### src/rtl/multicycle_control.sv
// Sequencing control for the multicycle RV32I core: walks each decoded instruction
// through FETCH/DECODE/EXEC/MEM/WB over a shared req/ack memory port.
package mc_pkg;
  typedef enum logic [5:0] {
    OP_NOP, OP_LUI, OP_AUIPC, OP_JAL, OP_JALR,
    OP_BEQ, OP_BNE, OP_BLT, OP_BGE, OP_BLTU, OP_BGEU,
    OP_LB, OP_LH, OP_LW, OP_LBU, OP_LHU, OP_SB, OP_SH, OP_SW,
    OP_ADDI, OP_SLTI, OP_SLTIU, OP_XORI, OP_ORI, OP_ANDI, OP_SLLI, OP_SRLI, OP_SRAI,
    OP_ADD, OP_SUB, OP_SLL, OP_SLT, OP_SLTU, OP_XOR, OP_SRL, OP_SRA, OP_OR, OP_AND,
    OP_ECALL, OP_EBREAK
  } opcode_out_t;

  typedef enum logic [3:0] {
    MEM_NOP, MEM_LB, MEM_LH, MEM_LW, MEM_LBU, MEM_LHU, MEM_SB, MEM_SH, MEM_SW
  } mem_op_t;

  typedef enum logic [1:0] {WRSRC_ALURES, WRSRC_MEMREAD, WRSRC_PC4} reg_wr_src_t;
  typedef enum logic {SRC1_REG1, SRC1_PC} alu_src1_t;
  typedef enum logic {SRC2_REG2, SRC2_IMM} alu_src2_t;

  typedef enum logic [3:0] {
    ALU_NOP, ALU_ADD, ALU_SUB, ALU_SLL, ALU_SLT, ALU_SLTU,
    ALU_XOR, ALU_SRL, ALU_SRA, ALU_OR, ALU_AND, ALU_LUI
  } alu_op_t;

  typedef enum logic [2:0] {BR_NOP, BR_EQ, BR_NE, BR_LT, BR_GE, BR_LTU, BR_GEU} comp_op_t;
endpackage

module multicycle_control
  import mc_pkg::*;
#(
  parameter int unsigned WAIT_LIMIT     = 16,
  parameter bit          HALT_ON_SYSTEM = 1'b1,
  parameter int unsigned CNT_W          = 32
) (
  input  logic              clk,
  input  logic              rst,
  input  opcode_out_t       opcode_in,
  input  logic              branch_taken,
  input  logic              mem_ack,
  output logic              mem_req,
  output logic              mem_we,
  output logic              mem_addr_sel,
  output mem_op_t           mem_ctrl,
  output logic              ir_we,
  output logic              pc_we,
  output logic              pc_src_ctrl,
  output logic              reg_do_write_ctrl,
  output reg_wr_src_t       reg_wr_src_ctrl,
  output alu_src1_t         alu_src1_ctrl,
  output alu_src2_t         alu_src2_ctrl,
  output alu_op_t           alu_ctrl,
  output comp_op_t          comp_ctrl,
  output logic              instr_retired,
  output logic [CNT_W-1:0]  instret_count,
  output logic              halted,
  output logic              mem_error
);

  localparam int unsigned WAIT_W    = (WAIT_LIMIT > 2) ? $clog2(WAIT_LIMIT) : 1;
  localparam int unsigned WAIT_LAST = (WAIT_LIMIT == 0) ? 0 : WAIT_LIMIT - 1;

  typedef enum logic [2:0] {S_FETCH, S_DECODE, S_EXEC, S_MEM, S_WB, S_HALT, S_ERROR} state_t;

  state_t             r_state;
  state_t             w_state_next;
  logic [WAIT_W-1:0]  r_wait;
  logic [CNT_W-1:0]   r_instret;
  logic               w_retire;
  logic               w_timeout;
  logic w_is_r, w_is_i, w_is_load, w_is_store, w_is_branch;
  logic w_is_jump, w_is_lui, w_is_auipc, w_is_jal, w_is_system, w_is_exec;

  function automatic alu_op_t f_alu_op(input opcode_out_t op);
    case (op)
      OP_SUB:            return ALU_SUB;
      OP_SLL,  OP_SLLI:  return ALU_SLL;
      OP_SLT,  OP_SLTI:  return ALU_SLT;
      OP_SLTU, OP_SLTIU: return ALU_SLTU;
      OP_XOR,  OP_XORI:  return ALU_XOR;
      OP_SRL,  OP_SRLI:  return ALU_SRL;
      OP_SRA,  OP_SRAI:  return ALU_SRA;
      OP_OR,   OP_ORI:   return ALU_OR;
      OP_AND,  OP_ANDI:  return ALU_AND;
      OP_LUI:            return ALU_LUI;
      default:           return ALU_ADD;
    endcase
  endfunction

  function automatic comp_op_t f_comp_op(input opcode_out_t op);
    case (op)
      OP_BEQ:  return BR_EQ;
      OP_BNE:  return BR_NE;
      OP_BLT:  return BR_LT;
      OP_BGE:  return BR_GE;
      OP_BLTU: return BR_LTU;
      OP_BGEU: return BR_GEU;
      default: return BR_NOP;
    endcase
  endfunction

  function automatic mem_op_t f_mem_op(input opcode_out_t op);
    case (op)
      OP_LB:   return MEM_LB;
      OP_LH:   return MEM_LH;
      OP_LW:   return MEM_LW;
      OP_LBU:  return MEM_LBU;
      OP_LHU:  return MEM_LHU;
      OP_SB:   return MEM_SB;
      OP_SH:   return MEM_SH;
      OP_SW:   return MEM_SW;
      default: return MEM_NOP;
    endcase
  endfunction

  // Instruction class decode
  assign w_is_r      = opcode_in inside {OP_ADD, OP_SUB, OP_SLL, OP_SLT, OP_SLTU,
                                         OP_XOR, OP_SRL, OP_SRA, OP_OR, OP_AND};
  assign w_is_i      = opcode_in inside {OP_ADDI, OP_SLTI, OP_SLTIU, OP_XORI, OP_ORI,
                                         OP_ANDI, OP_SLLI, OP_SRLI, OP_SRAI};
  assign w_is_load   = opcode_in inside {OP_LB, OP_LH, OP_LW, OP_LBU, OP_LHU};
  assign w_is_store  = opcode_in inside {OP_SB, OP_SH, OP_SW};
  assign w_is_branch = opcode_in inside {OP_BEQ, OP_BNE, OP_BLT, OP_BGE, OP_BLTU, OP_BGEU};
  assign w_is_jal    = (opcode_in == OP_JAL);
  assign w_is_jump   = w_is_jal || (opcode_in == OP_JALR);
  assign w_is_lui    = (opcode_in == OP_LUI);
  assign w_is_auipc  = (opcode_in == OP_AUIPC);
  assign w_is_system = opcode_in inside {OP_ECALL, OP_EBREAK};
  assign w_is_exec   = w_is_r || w_is_i || w_is_load || w_is_store || w_is_branch ||
                       w_is_jump || w_is_lui || w_is_auipc;

  // Ack in the final allowed cycle takes priority over the timeout
  assign w_timeout = (WAIT_LIMIT != 0) && !mem_ack && (r_wait == WAIT_W'(WAIT_LAST));

  always_ff @(posedge clk or posedge rst) begin
    if (rst) begin
      r_state   <= S_FETCH;
      r_wait    <= '0;
      r_instret <= '0;
    end else begin
      r_state <= w_state_next;
      if (w_state_next != r_state || mem_ack) r_wait <= '0;
      else if (mem_req)                       r_wait <= r_wait + WAIT_W'(1);
      if (w_retire) r_instret <= r_instret + CNT_W'(1);
    end
  end

  // Next state and strobes; everything is forced to defaults while rst is high
  always_comb begin
    w_state_next      = r_state;
    w_retire          = 1'b0;
    mem_req           = 1'b0;
    mem_we            = 1'b0;
    mem_addr_sel      = 1'b0;
    mem_ctrl          = MEM_NOP;
    ir_we             = 1'b0;
    pc_we             = 1'b0;
    pc_src_ctrl       = 1'b0;
    reg_do_write_ctrl = 1'b0;
    reg_wr_src_ctrl   = WRSRC_ALURES;
    alu_src1_ctrl     = SRC1_REG1;
    alu_src2_ctrl     = SRC2_REG2;
    alu_ctrl          = ALU_NOP;
    comp_ctrl         = BR_NOP;
    halted            = 1'b0;
    mem_error         = 1'b0;
    if (!rst) begin
      case (r_state)
        S_FETCH: begin
          mem_req  = 1'b1;
          mem_ctrl = MEM_LW;
          if (mem_ack) begin
            ir_we        = 1'b1;
            w_state_next = S_DECODE;
          end else if (w_timeout) begin
            w_state_next = S_ERROR;
          end
        end
        S_DECODE: begin
          if (w_is_exec) begin
            w_state_next = S_EXEC;
          end else if (w_is_system && HALT_ON_SYSTEM) begin
            w_state_next = S_HALT;
          end else begin
            pc_we        = 1'b1;
            w_retire     = 1'b1;
            w_state_next = S_FETCH;
          end
        end
        S_EXEC: begin
          alu_src1_ctrl = (w_is_branch || w_is_jal || w_is_auipc) ? SRC1_PC : SRC1_REG1;
          alu_src2_ctrl = w_is_r ? SRC2_REG2 : SRC2_IMM;
          alu_ctrl      = f_alu_op(opcode_in);
          if (w_is_branch) begin
            comp_ctrl    = f_comp_op(opcode_in);
            pc_we        = 1'b1;
            pc_src_ctrl  = branch_taken;
            w_retire     = 1'b1;
            w_state_next = S_FETCH;
          end else if (w_is_load || w_is_store) begin
            w_state_next = S_MEM;
          end else begin
            w_state_next = S_WB;
          end
        end
        S_MEM: begin
          mem_req      = 1'b1;
          mem_addr_sel = 1'b1;
          mem_we       = w_is_store;
          mem_ctrl     = f_mem_op(opcode_in);
          if (mem_ack) begin
            if (w_is_store) begin
              pc_we        = 1'b1;
              w_retire     = 1'b1;
              w_state_next = S_FETCH;
            end else begin
              w_state_next = S_WB;
            end
          end else if (w_timeout) begin
            w_state_next = S_ERROR;
          end
        end
        S_WB: begin
          reg_do_write_ctrl = 1'b1;
          reg_wr_src_ctrl   = w_is_load ? WRSRC_MEMREAD : (w_is_jump ? WRSRC_PC4 : WRSRC_ALURES);
          pc_we             = 1'b1;
          pc_src_ctrl       = w_is_jump;
          w_retire          = 1'b1;
          w_state_next      = S_FETCH;
        end
        S_HALT:  halted    = 1'b1;
        S_ERROR: mem_error = 1'b1;
        default: w_state_next = S_FETCH;
      endcase
    end
  end

  assign instr_retired = w_retire;
  assign instret_count = r_instret;

endmodule
### config.mk
export PLATFORM = sky130hd
export DESIGN_NAME = multicycle_control
export DESIGN_NICKNAME = d
export VERILOG_FILES = /design/src/rtl/multicycle_control.sv
export SDC_FILE = /design/constraint.sdc
export NUM_CORES = 1
export LEC_CHECK = 0
export BUFFER_PORTS_ARGS = -buffer_cell sky130_fd_sc_hd__buf_2
export CAP_MARGIN = 30
export CELL_PAD_IN_SITES_DETAIL_PLACEMENT = 0
export CELL_PAD_IN_SITES_GLOBAL_PLACEMENT = 2
export CORE_UTILIZATION = 32
export CTS_CLUSTER_SIZE = 12
export DETAILED_ROUTE_END_ITERATION = 7
export PLACE_DENSITY_LB_ADDON = 0.12
export SYNTH_ARGS = -nofsm -noshare
export SYNTH_HDL_FRONTEND = slang
export SYNTH_SLANG_ARGS = --single-unit
### constraint.sdc
create_clock -name clk -period 4.15 [get_ports clk]
set_input_delay 0.83 -clock clk [delete_from_list [all_inputs] [get_ports clk]]
set_output_delay 0.83 -clock clk [all_outputs]
set_load 0.01 [all_outputs]
**Yosys cells after proc, flatten, opt, wreduce, memory -nomap -nowiden**

Memory sizes are Yosys's and may differ from the RTL's.
Index checks and enable logic that the tools add are counted.

- Bits in registers: 39
- ROM bits: 384
- Input port bits: 10
- Output and inout bits: 57
- Word-level logic and storage cells: 134
- Memories kept: 2

Memories:

| memory | words | width | read ports | clocked after Yosys merged registers in | wr ports | line | text |
|---|---|---|---|---|---|---|---|
| (no name shown) | 64 | 4 | 1 | 0 | 0 | 75 | `case (op)` |
| (no name shown) | 32 | 4 | 1 | 0 | 0 | 103 | `case (op)` |

- Add/subtract/negate cells: 2
- Equal/unequal tests: 47
- Muxes and demuxes: 56
- Reductions and logical operators: 24

Operators by type and width:

| cell | count |
|---|---|
| $eq 6x5->1 const B | 16 |
| $eq 6x4->1 const B | 8 |
| $eq 6x6->1 const B | 8 |
| $mux 3 | 12 |
| $add 32x1->32 const B | 1 |
| $mux 1 | 29 |
| $eq 6x3->1 const B | 4 |
| $mux 4 | 6 |
| $pmux 3 s6 | 1 |
| $pmux 3 s5 | 1 |
| $eq 6x2->1 const B | 2 |
| $logic_or 1x1->1 | 12 |
| $reduce_bool 10->1 | 1 |
| $eq 3x3->1 const B | 3 |
| $reduce_bool 9->1 | 1 |
| $mux 2 | 4 |
| $pmux 4 s2 | 1 |
| $eq 3x2->1 const B | 2 |
| $eq 6x1->1 const B | 1 |
| $reduce_bool 6->1 | 1 |
| $reduce_bool 5->1 | 1 |
| $add 4x1->4 const B | 1 |
| $eq 4x4->1 const B | 1 |
| $pmux 1 s4 | 1 |
| other kinds (9) | 11 |

**Longest topological paths before layout**

- Depth after elaboration: 15
- Depth in mapped cells: 10

**Least setup slack after synthesis**

OpenSTA, ideal clock, no wires.

- Path type: input to output
- From: input port rst
- To: output port pc_we
- Data arrival time: 3,156 ps
- Slack: 164 ps
- Cell stages on the path: 6
- Cells stage by stage: clkbuf_1 -> clkinv_1 -> and3_1 -> a32o_1 -> buf_2 -> buf_4

- Longest elaborated chain between the ends: 1

Ends and longest elaborated chain:

| item | line | text |
|---|---|---|
| start: declaration | 37 | `input logic rst,` |
| $mux 1 | n/a |  |
| end: declaration | 46 | `output logic pc_we,` |

No other way between the ends.

**Worst setup path in the final report**

- From: input port opcode_in[1]
- To: output port instr_retired

- Longest elaborated chain between the ends: 12
- Elaborated cells between the ends (all ways): 60
- Classes of those cells: eq/ne: 39; mux: 7; reduce/logical: 14

Ends and longest elaborated chain:

| item | line | text |
|---|---|---|
| start: declaration | 38 | `input opcode_out_t opcode_in,` |
| $eq 6x5->1 (tied with other cells) | 117 | `assign w_is_r = opcode_in inside {OP_ADD, OP_SUB, OP_SLL, OP_SLT, OP_SLTU,` |
| $reduce_bool 10->1 / $reduce_bool 9->1 (equally long branches) | 117, 119 |  |
| $logic_or 1x1->1 (5 in a row) | 129 | `assign w_is_exec = w_is_r \|\| w_is_i \|\| w_is_load \|\| w_is_store \|\| w_is_branch \|\|` |
| $logic_or 1x1->1 (2 in a row) | 130 | `w_is_jump \|\| w_is_lui \|\| w_is_auipc;` |
| $mux 1 | 180 | `if (w_is_exec) begin` |
| $pmux 1 s4 (*) | 168 | `case (r_state)` |
| $mux 1 (*) | 167 | `if (!rst) begin` |
| end: declaration | 54 | `output logic instr_retired,` |

Mark *: on every way between the ends. The rest lies on a longest branch, timed or not.

==> results list <==
- Critical path type: input port to output pin
* Quantity of gates resized following cts: 0
- Quantity of hold-fixing buffers added after cts: 0
* Static leakage: 0.00156 uW
- Type of element capturing the critical path: output pin
- Worst Clk Skew: 7.36 ps
- Counting every instance in the synthesized netlist gives 350.
- In the post-synthesis netlist, the biggest area contributors are sky130_fd_sc_hd__dfrtp_1, sky130_fd_sc_hd__xnor2_1, sky130_fd_sc_hd__nand4_1.
- H-Tree Level Count: 2
- Total power divided by cell area: 387 nW/um^2
- Compared with the post-synthesis result, the final layout area differs by 16.0%.
* Row count: 34
- Area share of the largest cell type after synthesis: 32.9%
* Iteration count of the initial detailed-routing pass: 6
- For this design, the sink count on the clock tree is 39.
- Post-synthesis cell type count: 61
- Before CTS, the worst setup slack after placement is 541 ps.
- Yosys printed 0 warnings.
* Initial antenna violation count: 0
- Sequential cells were found to cover 32.9% of the synthesized design area.
* CP Data Required Time: 3320 ps
* Netlist Area Pre-Place: 2960 sq um
- Entering global routing, the biggest net connects 31 pins.
- For this run, the total global-route usage over all layers was measured as 18.3%.
- Clock latency of the later-clocked register in the worst-skew pair: 290 ps
* NumNets Final: 421
- TritonCTS built the clock tree.
* Clock period minus worst slack: 3610 ps
- STA classifies the critical path startpoint as an input port.
- First-pass GRT wire length: 14.4 mm
- At the worst endpoint, the arrival time is 2780 ps.
* DP HPWL: 6.26 mm
- Run status: completed
* Number of antenna-violating nets in the routed design: 0
- Overall power consumption after layout is estimated at 1330 uW.
- Once the floorplan was initialized, standard cells occupied 33.5% of the core.
- CTS placed an instance of sky130_fd_sc_hd__clkbuf_8 at the clock tree root.
- The library cell used most frequently in the layout, excluding fill and tap cells, is sky130_fd_sc_hd__buf_2.
- Final cycle utilization of the critical path: 87.0%
- Ratio of cells with drive above 1 in the final layout: 22.7%
* Vias in the first global route: 2,763
- In the routed layout, each cell is associated on average with a via count of 5.47.
- Of all flip-flops after synthesis, the portion carrying an async set or reset was 100%.
- In the routed design, unresolved DRC markers number 0.
* Number of buffers inserted by port buffering: 66
* Synth area leader: sky130_fd_sc_hd__dfrtp_1
- Average routed wire per standard cell: 16.9 um
- Global placement routability congestion: 0.760
- The number of nets in the synthesized netlist is 367.
* Antenna Diode Count: 0
- The total overflow left after global routing is 0.
- Final WL: 8.67 mm
- Worst supply voltage drop on vdd: 0.190 mV
- Bufs on Longest Clock Path: 2
* Hold crit path type: register to register
* Final hold viol count: 0
- Final setup violating endpoints: 0
- Summed negative setup slack over all endpoints: 0 ps
* Per-instance average area after synthesis: 8.47 sq um
- Achievable Freq: 277 MHz
- Number of vias in the routed layout: 2,804
- Number of flops mapped to enable cells by yosys: 0
* Clock slew seen by the registers of the worst setup and hold paths: 70 ps
- Total Die Area: 9650 sq um
- After layout, the worst setup slack is 541 ps.
* Worst-path fanout max: 11
* Initial DRC Count: 126
- Setup repair after global routing left no endpoint under its margin.
* Post-CTS Setup Inserts: 0
- In this run the horizontal extent of the chip is 98.2 um.
- The number of pins with negative max-slew slack in the final report is 0.
- The die is 98.2 um tall.
- 67 I/O pins were placed.
* Total clock buffers created by CTS: 5
* Slew @ Worst Pin: 832 ps
- After floorplanning, the core was sized to cover 8850 sq um.
* Top FF cell, synth: sky130_fd_sc_hd__dfrtp_1
* Worst-case headroom to the max-slew limit: 43.1%
* Flops & latches, synth: 39
- Commonest cells after routing, fill and taps aside: sky130_fd_sc_hd__buf_2, sky130_fd_sc_hd__dfrtp_1, sky130_fd_sc_hd__xnor2_1
* Maximum capacitance violations: 0
worst max-delay path, stage by stage:
cell	delay [ps]
sky130_fd_sc_hd__buf_2	160
sky130_fd_sc_hd__inv_1	100
sky130_fd_sc_hd__ha_1	330
sky130_fd_sc_hd__nor4_1	420
sky130_fd_sc_hd__a211oi_1	110
sky130_fd_sc_hd__a41oi_1	290
sky130_fd_sc_hd__a32o_1	360
sky130_fd_sc_hd__buf_2	180
routing by layer:
layer / vias up / GRT usage, % / wire [um]
met1: 1320 / 24.7 / 4200
met4: 0 / 5.97 / 167
li1: 1391 / - / -
met5: - / 0 / 0
met3: 14 / 3.29 / 364
met2: 79 / 29.5 / 3930
Yosys cell counts, types with 2 or more instances:
cell type	instances
sky130_fd_sc_hd__nand4_1	21
sky130_fd_sc_hd__o22ai_1	2
sky130_fd_sc_hd__nor3_1	12
sky130_fd_sc_hd__buf_1	4
sky130_fd_sc_hd__mux2i_1	4
sky130_fd_sc_hd__a211oi_1	3
sky130_fd_sc_hd__nand3_1	16
sky130_fd_sc_hd__buf_2	10
sky130_fd_sc_hd__nand2b_1	6
sky130_fd_sc_hd__nor4_1	8
sky130_fd_sc_hd__nand4b_1	2
sky130_fd_sc_hd__xor2_1	7
sky130_fd_sc_hd__o22a_1	2
sky130_fd_sc_hd__and3_1	14
sky130_fd_sc_hd__inv_1	7
sky130_fd_sc_hd__dfrtp_1	39
sky130_fd_sc_hd__and2_1	4
sky130_fd_sc_hd__a21oi_1	20
sky130_fd_sc_hd__clkbuf_1	8
sky130_fd_sc_hd__nor3_2	4
sky130_fd_sc_hd__or2_1	3
sky130_fd_sc_hd__ha_1	7
sky130_fd_sc_hd__a32oi_1	3
sky130_fd_sc_hd__xnor2_1	31
sky130_fd_sc_hd__nor2b_1	3
sky130_fd_sc_hd__o21ai_1	4
sky130_fd_sc_hd__nor4b_1	2
sky130_fd_sc_hd__nand2_1	29
sky130_fd_sc_hd__nand3b_1	2
sky130_fd_sc_hd__a32o_1	2
sky130_fd_sc_hd__nor2_1	30
sky130_fd_sc_hd__o21ai_0	7
sky130_fd_sc_hd__and4_1	6
cell type report:
| class | count | area (sq um) |
|---|---|---|
| clock buffer | 5 | 68.8 |
| clock inverter | 3 | 15.0 |
| fill | 968 | 5410 |
| inverter | 8 | 30.0 |
| multi-input combinational | 279 | 1840 |
| sequential | 39 | 976 |
| tap | 108 | 135 |
| timing repair buffer | 71 | 368 |
path summary, 6_finish.rpt:
kind	start	end	slack, ps	cells after the start
hold reg to reg	instret_count[31]	instret_count[31]	480	1
setup reg to reg	r_state[2]	instret_count[1]	1640	5
min in group asynchronous	rst	instret_count[21]	750	3
hold / removal	instret_count[31]	instret_count[31]	480	1
max in group asynchronous	rst	instret_count[19]	3130	3
setup / recovery	opcode_in[1]	instr_retired	540	8
flip-flops by register name, summed over array words and instances, names as in the netlist:
| register | flops |
|---|---|
| instret_count | 32 |
| r_wait | 4 |
| r_state | 3 |
cell families (layout without fill, tap and decap cells):
group,after synthesis,in the layout,share of synthesized area [%]
compound gates,59,59,14.0
simple gates,168,168,31.4
mux,7,7,2.62
fa+ha+maj,7,7,2.95
flops,39,39,32.9
xor+xnor,38,38,11.2
buf+inv,32,87,4.85
per-stage QoR:
| step | instances | util [%] | hold slack [ps] | area [sq um] |
|---|---|---|---|---|
| after floorplan | 350 | - | 504 | 2960 |
| after global placement | 505 | 37.9 | 471 | 3350 |
| after detailed placement | 505 | 37.9 | 468 | 3350 |
| after CTS | 513 | 38.8 | 480 | 3440 |
| after global routing | 513 | 38.8 | 494 | 3440 |
| final | 513 | 38.8 | 475 | 3440 |
power breakdown:
group / internal [uW] / switching [uW] / leakage (uW) / total, uW
Combinational: 207 / 361 / 0.000975 / 568
Sequential: 419 / 99.0 / 0.000533 / 518
Clock: 115 / 129 / 0.0000477 / 244
Total: 741 / 589 / 0.00156 / 1330
No activity file was read; power rests on OpenSTA's default activity.
